File: config.mk
export PLATFORM = sky130hd
export DESIGN_NAME = din_dout_bridge
export DESIGN_NICKNAME = d
export VERILOG_FILES = /design/src/rtl/bridge_pkg.sv /design/src/rtl/din_req_fsm.sv /design/src/rtl/din_dout_bridge.sv
export SDC_FILE = /design/constraint.sdc
export NUM_CORES = 1
export LEC_CHECK = 0
export BUFFER_PORTS_ARGS = -buffer_cell sky130_fd_sc_hd__buf_2
export CORE_ASPECT_RATIO = 1.4
export CORE_MARGIN = 8
export CORE_UTILIZATION = 47
export DETAILED_ROUTE_END_ITERATION = 8
export HOLD_SLACK_MARGIN = 0.12
export PLACE_DENSITY_LB_ADDON = 0.05
export SLEW_MARGIN = 20
export SYNTH_ARGS = -nofsm -noshare
export SYNTH_HDL_FRONTEND = slang
export SYNTH_SLANG_ARGS = --single-unit
export TNS_END_PERCENT = 50
File: constraint.sdc
create_clock -name clk -period 3.02 [get_ports clk]
set_clock_uncertainty 0.15 [all_clocks]
set_input_delay 0.151 -clock clk [delete_from_list [all_inputs] [get_ports clk]]
set_output_delay 0.151 -clock clk [all_outputs]
set_load 0.01 [all_outputs]
File: src/rtl/bridge_pkg.sv
// Shared constants for the din/dout CPU bridge: register map, CTRL/STATUS bit
// positions and the request FSM state type.
package bridge_pkg;

    localparam logic [3:0] ADDR_DIN0   = 4'd0;
    localparam logic [3:0] ADDR_DIN3   = 4'd3;
    localparam logic [3:0] ADDR_DOUT0  = 4'd4;
    localparam logic [3:0] ADDR_CTRL   = 4'd8;
    localparam logic [3:0] ADDR_STATUS = 4'd9;

    localparam int CTRL_REQ  = 0;
    localparam int CTRL_SEND = 1;
    localparam int CTRL_CLR  = 2;

    localparam int STAT_DIN_VALID = 0;
    localparam int STAT_BUSY      = 1;
    localparam int STAT_TIMEOUT   = 2;

    typedef enum logic {
        ST_IDLE = 1'b0,
        ST_WAIT = 1'b1
    } fsm_state_t;

endpackage

File: src/rtl/din_req_fsm.sv
// Request handshake FSM with wait-cycle timeout; emits one-cycle start,
// capture and timeout events for the register file in the bridge top.
//
// state   | meaning
// --------+-----------------------------------------------------------
// ST_IDLE | no request outstanding, din_req low
// ST_WAIT | din_req high, waiting for din_rdy or the timeout count
module din_req_fsm
    import bridge_pkg::*;
#(
    parameter int TIMEOUT_CYCLES = 65535
)
(
    input  logic clk_sys,
    input  logic rst_b,
    input  logic req,
    input  logic clr,
    input  logic din_rdy,
    output logic busy,
    output logic start,
    output logic capture,
    output logic timeout
);

    localparam logic [15:0] TO_LIMIT = 16'(TIMEOUT_CYCLES);
    localparam bit          TO_EN    = (TIMEOUT_CYCLES != 0);

    fsm_state_t  state, state_nxt;
    logic [15:0] cnt, cnt_nxt;
    logic [15:0] cnt_inc;

    assign cnt_inc = cnt + 16'd1;
    assign busy    = (state == ST_WAIT);

    always_ff @(posedge clk_sys or negedge rst_b) begin
        if (!rst_b) begin
            state <= ST_IDLE;
            cnt   <= '0;
        end else begin
            state <= state_nxt;
            cnt   <= cnt_nxt;
        end
    end

    // Capture is tested before the timeout so a same-edge din_rdy wins.
    always_comb begin
        state_nxt = state;
        cnt_nxt   = cnt;
        start     = 1'b0;
        capture   = 1'b0;
        timeout   = 1'b0;
        if (clr) begin
            state_nxt = ST_IDLE;
            cnt_nxt   = '0;
        end else begin
            case (state)
                ST_IDLE: begin
                    if (req) begin
                        state_nxt = ST_WAIT;
                        cnt_nxt   = '0;
                        start     = 1'b1;
                    end
                end
                ST_WAIT: begin
                    if (din_rdy) begin
                        state_nxt = ST_IDLE;
                        capture   = 1'b1;
                    end else if (TO_EN && (cnt_inc == TO_LIMIT)) begin
                        state_nxt = ST_IDLE;
                        timeout   = 1'b1;
                    end else begin
                        cnt_nxt = cnt_inc;
                    end
                end
                default: state_nxt = ST_IDLE;
            endcase
        end
    end

endmodule

File: src/rtl/din_dout_bridge.sv
// CPU-register bridge between a 32-bit request/ready data source and a strobed
// 32-bit sink. Define BRIDGE_IRQ_EN to add the capture/timeout irq output.
module din_dout_bridge
    import bridge_pkg::*;
#(
    parameter int TIMEOUT_CYCLES = 65535
)
(
    input  logic        clk,
    input  logic        rst,
    input  logic [3:0]  addr,
    input  logic [7:0]  wdata,
    input  logic        wr,
    input  logic        rd,
    output logic [7:0]  rdata,
    input  logic [31:0] din,
    input  logic        din_rdy,
    output logic        din_req,
    output logic [31:0] dout,
    output logic        dout_rdy
`ifdef BRIDGE_IRQ_EN
    ,
    output logic        irq
`endif
);

    logic        ctrl_wr, req, send, clr;
    logic        busy, start, capture, timeout;
    logic        din_valid, timeout_flag;
    logic [31:0] din_reg, dout_reg;
    logic [7:0]  status, rd_mux;

    assign ctrl_wr = wr && (addr == ADDR_CTRL);
    assign req     = ctrl_wr && wdata[CTRL_REQ];
    assign send    = ctrl_wr && wdata[CTRL_SEND];
    assign clr     = ctrl_wr && wdata[CTRL_CLR];

    din_req_fsm #(.TIMEOUT_CYCLES(TIMEOUT_CYCLES)) u_fsm (
        .clk_sys (clk),
        .rst_b   (rst),
        .req     (req),
        .clr     (clr),
        .din_rdy (din_rdy),
        .busy    (busy),
        .start   (start),
        .capture (capture),
        .timeout (timeout)
    );

    assign din_req = busy;
    assign dout    = dout_reg;

    always_ff @(posedge clk or negedge rst) begin
        if (!rst) begin
            din_reg      <= '0;
            dout_reg     <= '0;
            din_valid    <= 1'b0;
            timeout_flag <= 1'b0;
            dout_rdy     <= 1'b0;
        end else begin
            dout_rdy <= send;
            if (capture) din_reg <= din;
            if (wr && (addr[3:2] == ADDR_DOUT0[3:2]))
                dout_reg[{addr[1:0], 3'b000} +: 8] <= wdata;
            // A capture and a byte3 read never coincide in practice; set wins.
            if (clr || start)                       din_valid <= 1'b0;
            else if (capture)                       din_valid <= 1'b1;
            else if (rd && (addr == ADDR_DIN3))     din_valid <= 1'b0;
            if (clr || start)                       timeout_flag <= 1'b0;
            else if (timeout)                       timeout_flag <= 1'b1;
        end
    end

    always_comb begin
        status                 = '0;
        status[STAT_DIN_VALID] = din_valid;
        status[STAT_BUSY]      = busy;
        status[STAT_TIMEOUT]   = timeout_flag;
    end

    always_comb begin
        rd_mux = '0;
        if (addr[3:2] == ADDR_DIN0[3:2])
            rd_mux = din_reg[{addr[1:0], 3'b000} +: 8];
        else if (addr[3:2] == ADDR_DOUT0[3:2])
            rd_mux = dout_reg[{addr[1:0], 3'b000} +: 8];
        else if (addr == ADDR_STATUS)
            rd_mux = status;
    end

    always_ff @(posedge clk or negedge rst) begin
        if (!rst)    rdata <= '0;
        else if (rd) rdata <= rd_mux;
    end

`ifdef BRIDGE_IRQ_EN
    always_ff @(posedge clk or negedge rst) begin
        if (!rst)                                irq <= 1'b0;
        else if (capture || timeout)             irq <= 1'b1;
        else if (clr || (rd && (addr == ADDR_STATUS))) irq <= 1'b0;
    end
`endif

endmodule

# Word level (Yosys, flattened, before mapping)
# Cells that the tools add are included.
[classes]
add_sub_neg = 2
n_eq_ne = 8
shifts = 4
n_mux = 28
bitwise_logic = 1
n_reduce_logical = 11
[op_table]
columns = ["cell", "n"]
rows = [
  ["$mux 16", 4],
  ["$shiftx 32x6->8", 2],
  ["$bwmux 32", 1],
  ["$pmux 16 s2", 1],
  ["$shift 8x7->32 const A", 1],
  ["$shiftx 8x7->32", 1],
  ["$mux 1", 18],
  ["$add 16x1->16 const B", 1],
  ["$eq 16x16->1 const B", 1],
  ["$mux 8", 2],
  ["$ne 3x3->1 const B", 3],
  ["$eq 4x4->1 const B", 2],
  ["$neg 5->7", 1],
  ["$logic_and 1x1->1", 6],
  ["$eq 4x2->1 const B", 1],
  ["$mux 3", 1],
  ["$reduce_and 3->1", 1],
  ["$reduce_bool 3->1", 1],
  ["$eq 2x1->1 const B", 1],
  ["$logic_not 2->1", 1],
  ["$pmux 1 s2", 1],
  ["$reduce_bool 2->1", 1],
  ["$logic_or 1x1->1", 1],
  ["$not 1->1", 1],
]
[word_totals]
reg_bits = 92
inputBits = 49
out_inout_bits = 42
elab_cells = 62

# Logic depth before layout (Yosys ltp)
# Gate-level depths: netlist of the first run.
[logic_depth]
depth_word = 8
mapped_depth = 13
mapped_depth_nobuf = 9

# Modules after synthesis
# Synthesis of the first run repeated with hierarchy kept, for this count alone.
[hier_totals]
hier_cells = 462
area_unflattened_um2 = 4928.5
[modules_own_cells]
columns = ["mod", "n_inst", "cells_per_inst", "area_per_inst_um2", "seq_area_each_um2"]
rows = [
  ["din_dout_bridge", 1, 325, 3692.3, 1876.8],
  ["din_req_fsm", 1, 137, 1236.2, 425.4],
]

# Worst setup path before layout of the first run
# OpenSTA, ideal clock, no wires.
[synth_timing]
kind = "input-to-reg"
from = "input port addr[1]"
to = "register din_reg[10]"
setup_ps = 125
arrival_ps = 2442
slack_ps = 303
cell_stages = 10
n_path_buf = 4
path_cell_list = "clkbuf_1 -> clkbuf_1 -> inv_1 -> ha_1 -> and4b_1 -> clkbuf_1 -> a21boi_1 -> nand2_1 -> buf_2 -> mux2_2"
[synth_between]
elab_chain_len = 4
[synth_lines]
columns = ["item", "line", "text"]
rows = [
  ["start: declaration", "din_dout_bridge.sv:11", "input logic [3:0] addr,"],
  ["$eq 4x4->1", "din_dout_bridge.sv:33", "assign ctrl_wr = wr && (addr == ADDR_CTRL);"],
  ["$logic_and 1x1->1", "din_dout_bridge.sv:33", ""],
  ["$logic_and 1x1->1", "din_dout_bridge.sv:36", "assign clr = ctrl_wr && wdata[CTRL_CLR];"],
  ["$mux 1", "din_req_fsm.sv:52", "if (clr) begin"],
  ["end signal: assignment", "din_dout_bridge.sv:62", "if (capture) din_reg <= din;"],
  ["end: declaration", "din_dout_bridge.sv:30", "logic [31:0] din_reg, dout_reg;"],
]
# No other way between the ends.
# A chain may end at the register's enable or synchronous reset.

# Final worst setup path of the first run
[layout_timing]
from = "register u_fsm.cnt[0]"
to = "register u_fsm.cnt[2]"
[layout_between]
elab_chain_len = 5
[layout_lines]
columns = ["item", "line", "text"]
rows = [
  ["start: declaration", "din_req_fsm.sv:29", "logic [15:0] cnt, cnt_nxt;"],
  ["start signal: assignment", "din_req_fsm.sv:41", "cnt <= cnt_nxt;"],
  ["$add 16x1->16 (*)", "din_req_fsm.sv:32", "assign cnt_inc = cnt + 16'd1;"],
  ["branches (longest 4 deep; another with $eq 16x16->1)", "n/a", ""],
]
# Mark *: on every way between the ends. The select of a mux whose other input is x is not followed.

==> reports/metrics.cfg, run 1 <==
[status]
status = finished, final reports clean

[clock_network]
insertion_delay_ns = 0.34
clock_sinks = 92
clk_path_buf_depth = 2
cts_tree = yes
root_buffer = clkbuf_16
htreeDepth = 3
cts_setup_buffers = 0
cts_made_buffers = 9
clk_pin_slew_worst_paths_ns = 0.07

[floorplan]
fp.dieArea_sq_um = 13400
die-width_um = 100
num_io_pins = 91
core_area_sq_um = 9790
rows = 43
die_height_um = 134
start_util = 0.478

[sta]
fmax_ghz = 0.365
post-route-period-util = 0.908
rsz0062_at_grt = false
worst_slack_ns = 0.278
setup_tns_ns = 0
setup_viol = 0
relSlewSlack = 0.640
hold_ws_ns = 0.147
worst_pin_slew_ns = 0.536
slew_violations = 0
period_minus_slack_ns = 2.74
finalHoldViolCount = 0

[final_layout]
fin_nets = 633
diodes = 0
drive_above_1_share = 0.298
instances_no_fill = 716
areaGrowthSynthToFinish_pct = 28.1

[drt]
totalWireLength_um = 12800
viasPerCell = 5.30
drt_iter0_drc = 161
vias = 3794
drc_errors = 0
drtAntennaViolNets = 0
drtPass1Iterations = 4
wl_per_cell_um = 17.9

[yosys]
synth-main-ff-cell = dfrtp_1
synthArstFlopShare = 1.00
synth_warnings = 0
syn-instance-count = 448
yosysTopAreaCell = dfrtp_1
syn_avg_cell_area_sq_um = 10.4
synth.most_common_cell = nand2_1
ys_ff_latch = 92
synth_nets = 505
synth_commonest_cells = nand2_1, dfrtp_1, o21ai_0
yosysSeqAreaShare = 0.492
syn-cell-area_sq_um = 4680
ys_types = 49
synth.top_cells.by_area = dfrtp_1, mux2_2, mux4_2
synth_top_cell_area_share = 0.492
synth_edf_count = 0

[placed_design]
dpl.hpwl_um = 8880
gp_congestion = 0.875
place_inst = 657
pre_cts_slack_ns = 0.238
numPortBuffers = 90

[worst_setup_path]
r2r-end = u_fsm.cnt[2]
required_ns = 3.10
r2r_cells = 8
start_kind = flip-flop
reg2reg_from = u_fsm.cnt[0]
crit_fanout = 9
cp.arrival_ns = 2.82
endpoint_kind = flip-flop
r2r_slack_ns = 0.28
crit_type = reg -> reg

[power_and_ir_drop]
p_comb_frac = 0.164
power_density_nw_per_um2 = 511
cellInternalPower_mw = 2.23
total_leakage_power_nw = 2.73
power_frac_clock = 0.352
peakVddDrop_uv = 341
switching_power_mw = 0.831
seq_power_share = 0.483
finalPower_mw = 3.06
p_sw_frac = 0.271

[global_routing]
grt_max_degree = 93
first_global_vias = 4027
antenna_found_initial = 0
track_usage = 0.200
grt_pass1_wl_um = 20800
gr-total-overflow = 0

[hold_path]
min_path_cells = 3
min_to = rdata[3]
hold_path.class = in -> reg
holdCritStartpoint = addr[2]

[run]
max_cap_violations = 0

-- cell families after synthesis --
kind of cell	after synthesis	synth area share
multiplexers	53	0.165
XOR/XNOR	2	0.00375
AND/OR/NAND/NOR	158	0.159
adder cells (fa/ha/maj)	8	0.0214
flip-flops	92	0.492
buffers and inverters	38	0.0340
AO/OA/AOI/OAI	97	0.125
-- power by group through the flow --
stage	Sequential, mW	Clock, mW	Combinational (mW)
floorplan	1.49	0	0.266
global placement	1.50	0	0.455
detailed placement	1.50	0	0.466
CTS	1.48	1.11	0.509
global route	1.50	1.15	0.554
finish	1.48	1.08	0.503
-- critical path, cell delays in order (launching register included) --
cell	delay, ns
dfrtp_1	0.46
ha_1	0.34
nand3_1	0.19
nor3_1	0.29
a41oi_1	0.19
a211oi_2	0.38
a21o_2	0.30
nor3_1	0.06
or2_2	0.27
-- layout by cell type (no fill, tap or decap), types with 5 or more instances in the layout --
cell / count
a21oi_1: 13
and2_1: 5
buf_2: 89
buf_4: 11
clkbuf_16: 9
dfrtp_1: 92
dlygate4sd3_1: 43
ha_1: 8
inv_1: 11
mux2_2: 32
mux2i_1: 5
mux4_2: 16
nand2_1: 95
nand2b_1: 8
nand3_1: 11
nor2_1: 7
nor3_1: 5
o21ai_0: 49
o22ai_1: 5
o31ai_1: 7
-- worst max path at each step --
stage,startpoint,end,slack [ns],cells after the start
3_3_place_gp,u_fsm.cnt[0],u_fsm.cnt[2],0.36,8
5_1_grt,u_fsm.cnt[0],u_fsm.cnt[2],0.01,8
3_5_place_dp,u_fsm.cnt[0],u_fsm.cnt[2],0.24,8
4_1_cts,u_fsm.cnt[0],u_fsm.cnt[2],0.23,8
6_report,u_fsm.cnt[0],u_fsm.cnt[2],0.28,8
2_1_floorplan,addr[1],din_reg[10],0.30,10
-- layout make-up --
class | instances | area (sq um)
fillers | 843 | 3800
flip-flops and latches | 92 | 2300
multi-input cells | 318 | 2220
repair buffers | 144 | 978
clock buffers | 9 | 225
well taps | 135 | 169
clock inverters | 7 | 57.6
inverters | 11 | 41.3
-- timing repair --
action                     in CTS  in global routing
hold endpoints to repair      167                  0
hold buffers                   43                  0
gates resized for setup         0                  1
setup endpoints to repair       0                  8
-- through the flow --
step | utilization | area, sq um
2_1_floorplan | - | 4680
3_3_place_gp | 0.539 | 5280
3_5_place_dp | 0.539 | 5280
4_1_cts | 0.612 | 5990
5_1_grt | 0.612 | 5990
6_report | 0.612 | 5990
-- routing by layer --
metal | track usage | vias up | wire length, um
li1 | - | 1845 | -
met1 | 0.221 | 1829 | 4990
met2 | 0.359 | 98 | 6880
met3 | 0.0415 | 22 | 582
met4 | 0.0869 | 0 | 330
met5 | 0 | - | 0
Note: power is estimated with default switching activity, not from simulation.
==> run 2: changes to the inputs <==
Settings changed: CELL_PAD_IN_SITES_DETAIL_PLACEMENT set to 1, CELL_PAD_IN_SITES_GLOBAL_PLACEMENT set to 1, CORE_UTILIZATION 47 to 43, REMOVE_ABC_BUFFERS set to 1.
==> run 2 against run 1 <==
Combinational power up 2%. Sequential share of layout area down 0.30 points. Core utilization down 4.7 points. Via count up 5.0%. Fmax down 0.95%. Non-clock buffer count up 2. Count of clock-buffer cells in the layout up 3. Register-to-register slack worse by 0.03 ns.
==> reports/metrics.cfg, run 2 (same netlist as run 1, synthesis figures left out) <==
[floorplan]
num_io_pins = 91  ; unchanged
die_height_um = 139  ; was 134 um
fp.dieArea_sq_um = 14500  ; was 13400 sq um
start_util = 0.437  ; was 0.478
die-width_um = 104  ; was 100 um
core_area_sq_um = 10700  ; was 9790 sq um
rows = 45  ; was 43

[clock_network]
root_buffer = clkbuf_16  ; unchanged
cts_setup_buffers = 0  ; unchanged
htreeDepth = 3  ; unchanged
cts_tree = yes  ; unchanged
clk_path_buf_depth = 2  ; unchanged
clock_sinks = 92  ; unchanged
cts_made_buffers = 9  ; unchanged
insertion_delay_ns = 0.34  ; about the same
clk_pin_slew_worst_paths_ns = 0.07  ; about the same
hold_buffers = 43  ; unchanged
post_cts_resized = 0  ; unchanged

[placed_design]
numPortBuffers = 90  ; unchanged
placed_area_sq_um = 5290  ; was 5280 sq um
dpl.hpwl_um = 10100  ; was 8880 um
gp_congestion = 0.883  ; was 0.875
pre_cts_slack_ns = 0.264  ; was 0.238 ns

[power_and_ir_drop]
finalPower_mw = 3.22  ; was 3.06 mW
total_leakage_power_nw = 2.75  ; was 2.73 nW
peakVddDrop_uv = 316  ; was 341 uV
power_density_nw_per_um2 = 534  ; was 511 nW/um^2

[global_routing]
antenna_found_initial = 0  ; unchanged
track_usage = 0.207  ; was 0.200
gr-total-overflow = 0  ; unchanged
grt_pass1_wl_um = 23700  ; was 20800 um
first_global_vias = 4500  ; was 4027
grt_max_degree = 64  ; was 93

[drt]
drtPass1Iterations = 4  ; unchanged
drc_errors = 0  ; unchanged
wl_per_cell_um = 20.2  ; was 17.9 um
vias = 3984  ; was 3794
drt_iter0_drc = 86  ; was 161
viasPerCell = 5.50  ; was 5.30
totalWireLength_um = 14600  ; was 12800 um
drtAntennaViolNets = 0  ; unchanged

[status]
status = finished, final reports clean  ; unchanged

[final_layout]
mostFrequentLayoutCells = nand2_1, dfrtp_1, buf_2, o21ai_0, dlygate4sd3_1  ; unchanged
final_common_cell = nand2_1  ; unchanged
areaGrowthSynthToFinish_pct = 29.1  ; was 28.1%
drive_above_1_share = 0.298  ; about the same
diodes = 0  ; unchanged
fin_nets = 635  ; was 633
final_area_sq_um = 6040  ; was 5990 sq um

[sta]
setup_viol = 0  ; unchanged
worst_slack_ns = 0.251  ; was 0.278 ns
fmax_ghz = 0.361  ; was 0.365 GHz
period_minus_slack_ns = 2.77  ; was 2.74 ns
slew_violations = 0  ; unchanged
rsz0062_at_grt = false  ; unchanged
setup_tns_ns = 0  ; unchanged
finalHoldViolCount = 0  ; unchanged
relSlewSlack = 0.437  ; was 0.640
worst_pin_slew_ns = 0.844  ; was 0.536 ns
post-route-period-util = 0.917  ; was 0.908

[worst_setup_path]
endpoint_kind = flip-flop  ; unchanged
worstPathCellList = ha_1 -> nand3_1 -> nor3_1 -> a41oi_1 -> a211oi_2 -> a21o_1 -> nor3_1 -> or2_2  ; was ha_1 -> nand3_1 -> nor3_1 -> a41oi_1 -> a211oi_2 -> a21o_2 -> nor3_1 -> or2_2
start_kind = flip-flop  ; unchanged
slowest_stage = dfrtp_1  ; unchanged
path_common_cell = nor3_1  ; unchanged
slowest_delay_ns = 0.46  ; about the same
crit_fanout = 8  ; was 9
crit_type = reg -> reg  ; unchanged
required_ns = 3.10  ; about the same
cp.arrival_ns = 2.85  ; was 2.82 ns

[hold_path]
hold_path.class = in -> reg  ; unchanged

[run]
max_cap_violations = 0  ; unchanged

## run 2: cell count changes in the layout (fill, tap and decap cells not counted), sizes merged
cell,previous run,this run
bufinv,0,1
buf,101,103
clkinvlp,2,1
clkbuf,9,12
inv,15,12
## run 2: worst max-delay path: cells and delay by family, from the launching register on
kind | cells | cell delay, ns
AOI/OAI and AO/OA | 3 | 0.88
and+or+nand+nor | 4 | 0.80
adders and majority gates | 1 | 0.35
DFF | 1 | 0.46
## run 2: path summary, 6_finish.rpt
kind / startpoint / endpoint / slack [ns] / cells past startpoint
max reg2reg: u_fsm.cnt[0] / u_fsm.cnt[2] / 0.25 / 8
min in group asynchronous: rst / u_fsm.cnt[5] / 0.29 / 2
max: u_fsm.cnt[0] / u_fsm.cnt[2] / 0.25 / 8
min: addr[2] / rdata[6] / 0.14 / 3
max in group asynchronous: rst / u_fsm.cnt[7] / 1.64 / 3
min reg2reg: u_fsm.cnt[15] / u_fsm.cnt[15] / 0.34 / 1
## run 2: through the flow
stage,hold WS (ns),std cells,utilization
after floorplan,-0.295,421,-
after global placement,0.155,665,0.494
after detailed placement,0.169,665,0.494
after CTS,0.131,724,0.564
after global routing,0.174,724,0.564
final,0.137,724,0.564
## run 2: layout make-up
class                      instances  area (sq um)
sequential                        92          2300
fill                            1202          4660
multi-input combinational        318          2210
clock inverter                     4          55.1
inverter                          11          41.3
timing repair buffer             146           981
tap                              141           176
clock buffer                      12           267
## run 2: report_power, final
part,internal [mW],leakage (nW),switching (mW),total (mW)
clock,0.715,0.155,0.508,1.22
sequential,1.38,1.24,0.102,1.49
combinational,0.276,1.36,0.239,0.514
total,2.38,2.75,0.848,3.22
## run 2: routing by layer
metal / wire length (um) / vias up / global-route usage
li1: - / 1849 / -
met1: 5260 / 2025 / 0.205
met2: 8370 / 76 / 0.401
met3: 470 / 34 / 0.0374
met4: 516 / 0 / 0.0972
met5: 0 / - / 0
==> run 3: changes to the inputs <==
Settings changed: BUFFER_PORTS_ARGS -buffer_cell sky130_fd_sc_hd__buf_2 to -buffer_cell sky130_fd_sc_hd__clkbuf_2.
==> run 3 against run 2 <==
Non-clock buffer count unchanged. Global-route usage shrank 0.22 points. Sequential power about the same. Critical path depth up 1. Largest cell class unchanged. Sequential share of layout area is 0.29 points higher.
==> reports/metrics.cfg, run 3 (same netlist as run 1, synthesis figures left out) <==
[status]
status = finished, final reports clean  ; unchanged

[run]
max_cap_violations = 0  ; unchanged

[global_routing]
first_global_vias = 4530  ; was 4500
antenna_found_initial = 0  ; unchanged
grt_max_degree = 60  ; was 64
gr-total-overflow = 0  ; unchanged
track_usage = 0.204  ; was 0.207
grt_pass1_wl_um = 23300  ; was 23700 um

[worst_setup_path]
start_kind = flip-flop  ; unchanged
crit_fanout = 8  ; unchanged
worstPathCellList = ha_1 -> nand3_1 -> nor3_1 -> a41oi_1 -> a211oi_2 -> a21o_1 -> buf_4 -> nor3_1 -> or2_2  ; was ha_1 -> nand3_1 -> nor3_1 -> a41oi_1 -> a211oi_2 -> a21o_1 -> nor3_1 -> or2_2
path_common_cell = nor3_1  ; unchanged
crit_type = reg -> reg  ; unchanged
cp.arrival_ns = 2.86  ; was 2.85 ns
endpoint_kind = flip-flop  ; unchanged
slowest_stage = dfrtp_1  ; unchanged
slowest_delay_ns = 0.47  ; was 0.46 ns
required_ns = 3.09  ; was 3.10 ns

[placed_design]
pre_cts_slack_ns = 0.271  ; was 0.264 ns
dpl.hpwl_um = 10300  ; was 10100 um
placed_area_sq_um = 5290  ; unchanged
gp_congestion = 0.864  ; was 0.883
numPortBuffers = 90  ; unchanged

[final_layout]
n_fill_cell = 1209  ; was 1202
areaGrowthSynthToFinish_pct = 28.1  ; was 29.1%
final_area_sq_um = 5990  ; was 6040 sq um
drive_above_1_share = 0.298  ; unchanged
final_common_cell = nand2_1  ; unchanged
mostFrequentLayoutCells = nand2_1, dfrtp_1, clkbuf_2, o21ai_0, dlygate4sd3_1  ; was nand2_1, dfrtp_1, buf_2, o21ai_0, dlygate4sd3_1
fin_nets = 635  ; unchanged
diodes = 0  ; unchanged

[sta]
slew_violations = 0  ; unchanged
rsz0062_at_grt = false  ; unchanged
fmax_ghz = 0.359  ; was 0.361 GHz
setup_tns_ns = 0  ; unchanged
post-route-period-util = 0.923  ; was 0.917
worst_slack_ns = 0.233  ; was 0.251 ns
worst_pin_slew_ns = 0.785  ; was 0.844 ns
setup_viol = 0  ; unchanged
finalHoldViolCount = 0  ; unchanged
relSlewSlack = 0.477  ; was 0.437
period_minus_slack_ns = 2.79  ; was 2.77 ns

[power_and_ir_drop]
total_leakage_power_nw = 2.70  ; was 2.75 nW
power_density_nw_per_um2 = 511  ; was 534 nW/um^2
peakVddDrop_uv = 308  ; was 316 uV
finalPower_mw = 3.06  ; was 3.22 mW

[floorplan]
rows = 45  ; unchanged
die-width_um = 104  ; unchanged
num_io_pins = 91  ; unchanged
fp.dieArea_sq_um = 14500  ; unchanged
die_height_um = 139  ; unchanged
start_util = 0.437  ; unchanged
core_area_sq_um = 10700  ; unchanged

[drt]
drc_errors = 0  ; unchanged
drtPass1Iterations = 4  ; unchanged
drtAntennaViolNets = 0  ; unchanged
drt_iter0_drc = 93  ; was 86
vias = 3961  ; was 3984
totalWireLength_um = 14500  ; was 14600 um
wl_per_cell_um = 20.1  ; was 20.2 um
viasPerCell = 5.47  ; was 5.50

[clock_network]
post_cts_resized = 0  ; unchanged
htreeDepth = 3  ; unchanged
clk_pin_slew_worst_paths_ns = 0.07  ; about the same
cts_setup_buffers = 0  ; unchanged
cts_tree = yes  ; unchanged
cts_made_buffers = 9  ; unchanged
clk_path_buf_depth = 2  ; unchanged
insertion_delay_ns = 0.34  ; about the same
root_buffer = clkbuf_16  ; unchanged
hold_buffers = 43  ; unchanged
clock_sinks = 92  ; unchanged

[hold_path]
hold_path.class = in -> reg  ; unchanged

==> run 3: metal layers <==
layer / global-route usage / vias up / part of all wire
met5: 0 / - / 0
met4: 0.106 / 0 / 0.035
met3: 0.0365 / 26 / 0.033
met2: 0.393 / 87 / 0.56
met1: 0.202 / 1998 / 0.37
li1: - / 1850 / -
==> run 3: path summary, 6_finish.rpt <==
kind                              startpoint      endpoint  slack [ns]  cells past startpoint
worst max-delay path            u_fsm.cnt[0]  u_fsm.cnt[2]        0.23                      9
worst min-delay path                 addr[2]      rdata[5]        0.19                      3
worst max register to register  u_fsm.cnt[0]  u_fsm.cnt[2]        0.23                      9
worst min register to register  timeout_flag  timeout_flag        0.35                      1
max in group asynchronous                rst   din_reg[26]        1.66                      3
min in group asynchronous                rst  u_fsm.cnt[5]        0.28                      2
==> run 3: worst max-delay path: cells and delay by family (launching register included) <==
family | cells | cell delay [ns]
flip-flops | 1 | 0.47
AO/OA/AOI/OAI | 3 | 0.74
adder cells (fa/ha/maj) | 1 | 0.35
AND/OR/NAND/NOR | 4 | 0.81
buffers and inverters | 1 | 0.15
==> run 3: cell type report <==
type	instances	area [sq um]	share of cell area
Clock buffer	9	225	0.0376
Tap cell	141	176	0.0294
Timing Repair Buffer	146	981	0.164
Sequential cell	92	2300	0.384
Multi-Input combinational cell	318	2210	0.370
Clock inverter	7	50.0	0.00835
Inverter	11	41.3	0.00689
==> run 3: where the power goes <==
group	internal [mW]	total (mW)	switching, mW
logic	0.274	0.511	0.236
registers	1.39	1.49	0.103
clock network	0.561	1.06	0.501
==> run 3: per-stage QoR <==
| stage | std cells | utilization | hold slack, ns |
|---|---|---|---|
| after floorplan | 421 | - | -0.295 |
| after global placement | 665 | 0.494 | 0.130 |
| after detailed placement | 665 | 0.494 | 0.141 |
| after CTS | 724 | 0.560 | 0.193 |
| after global routing | 724 | 0.560 | 0.235 |
| final | 724 | 0.560 | 0.189 |
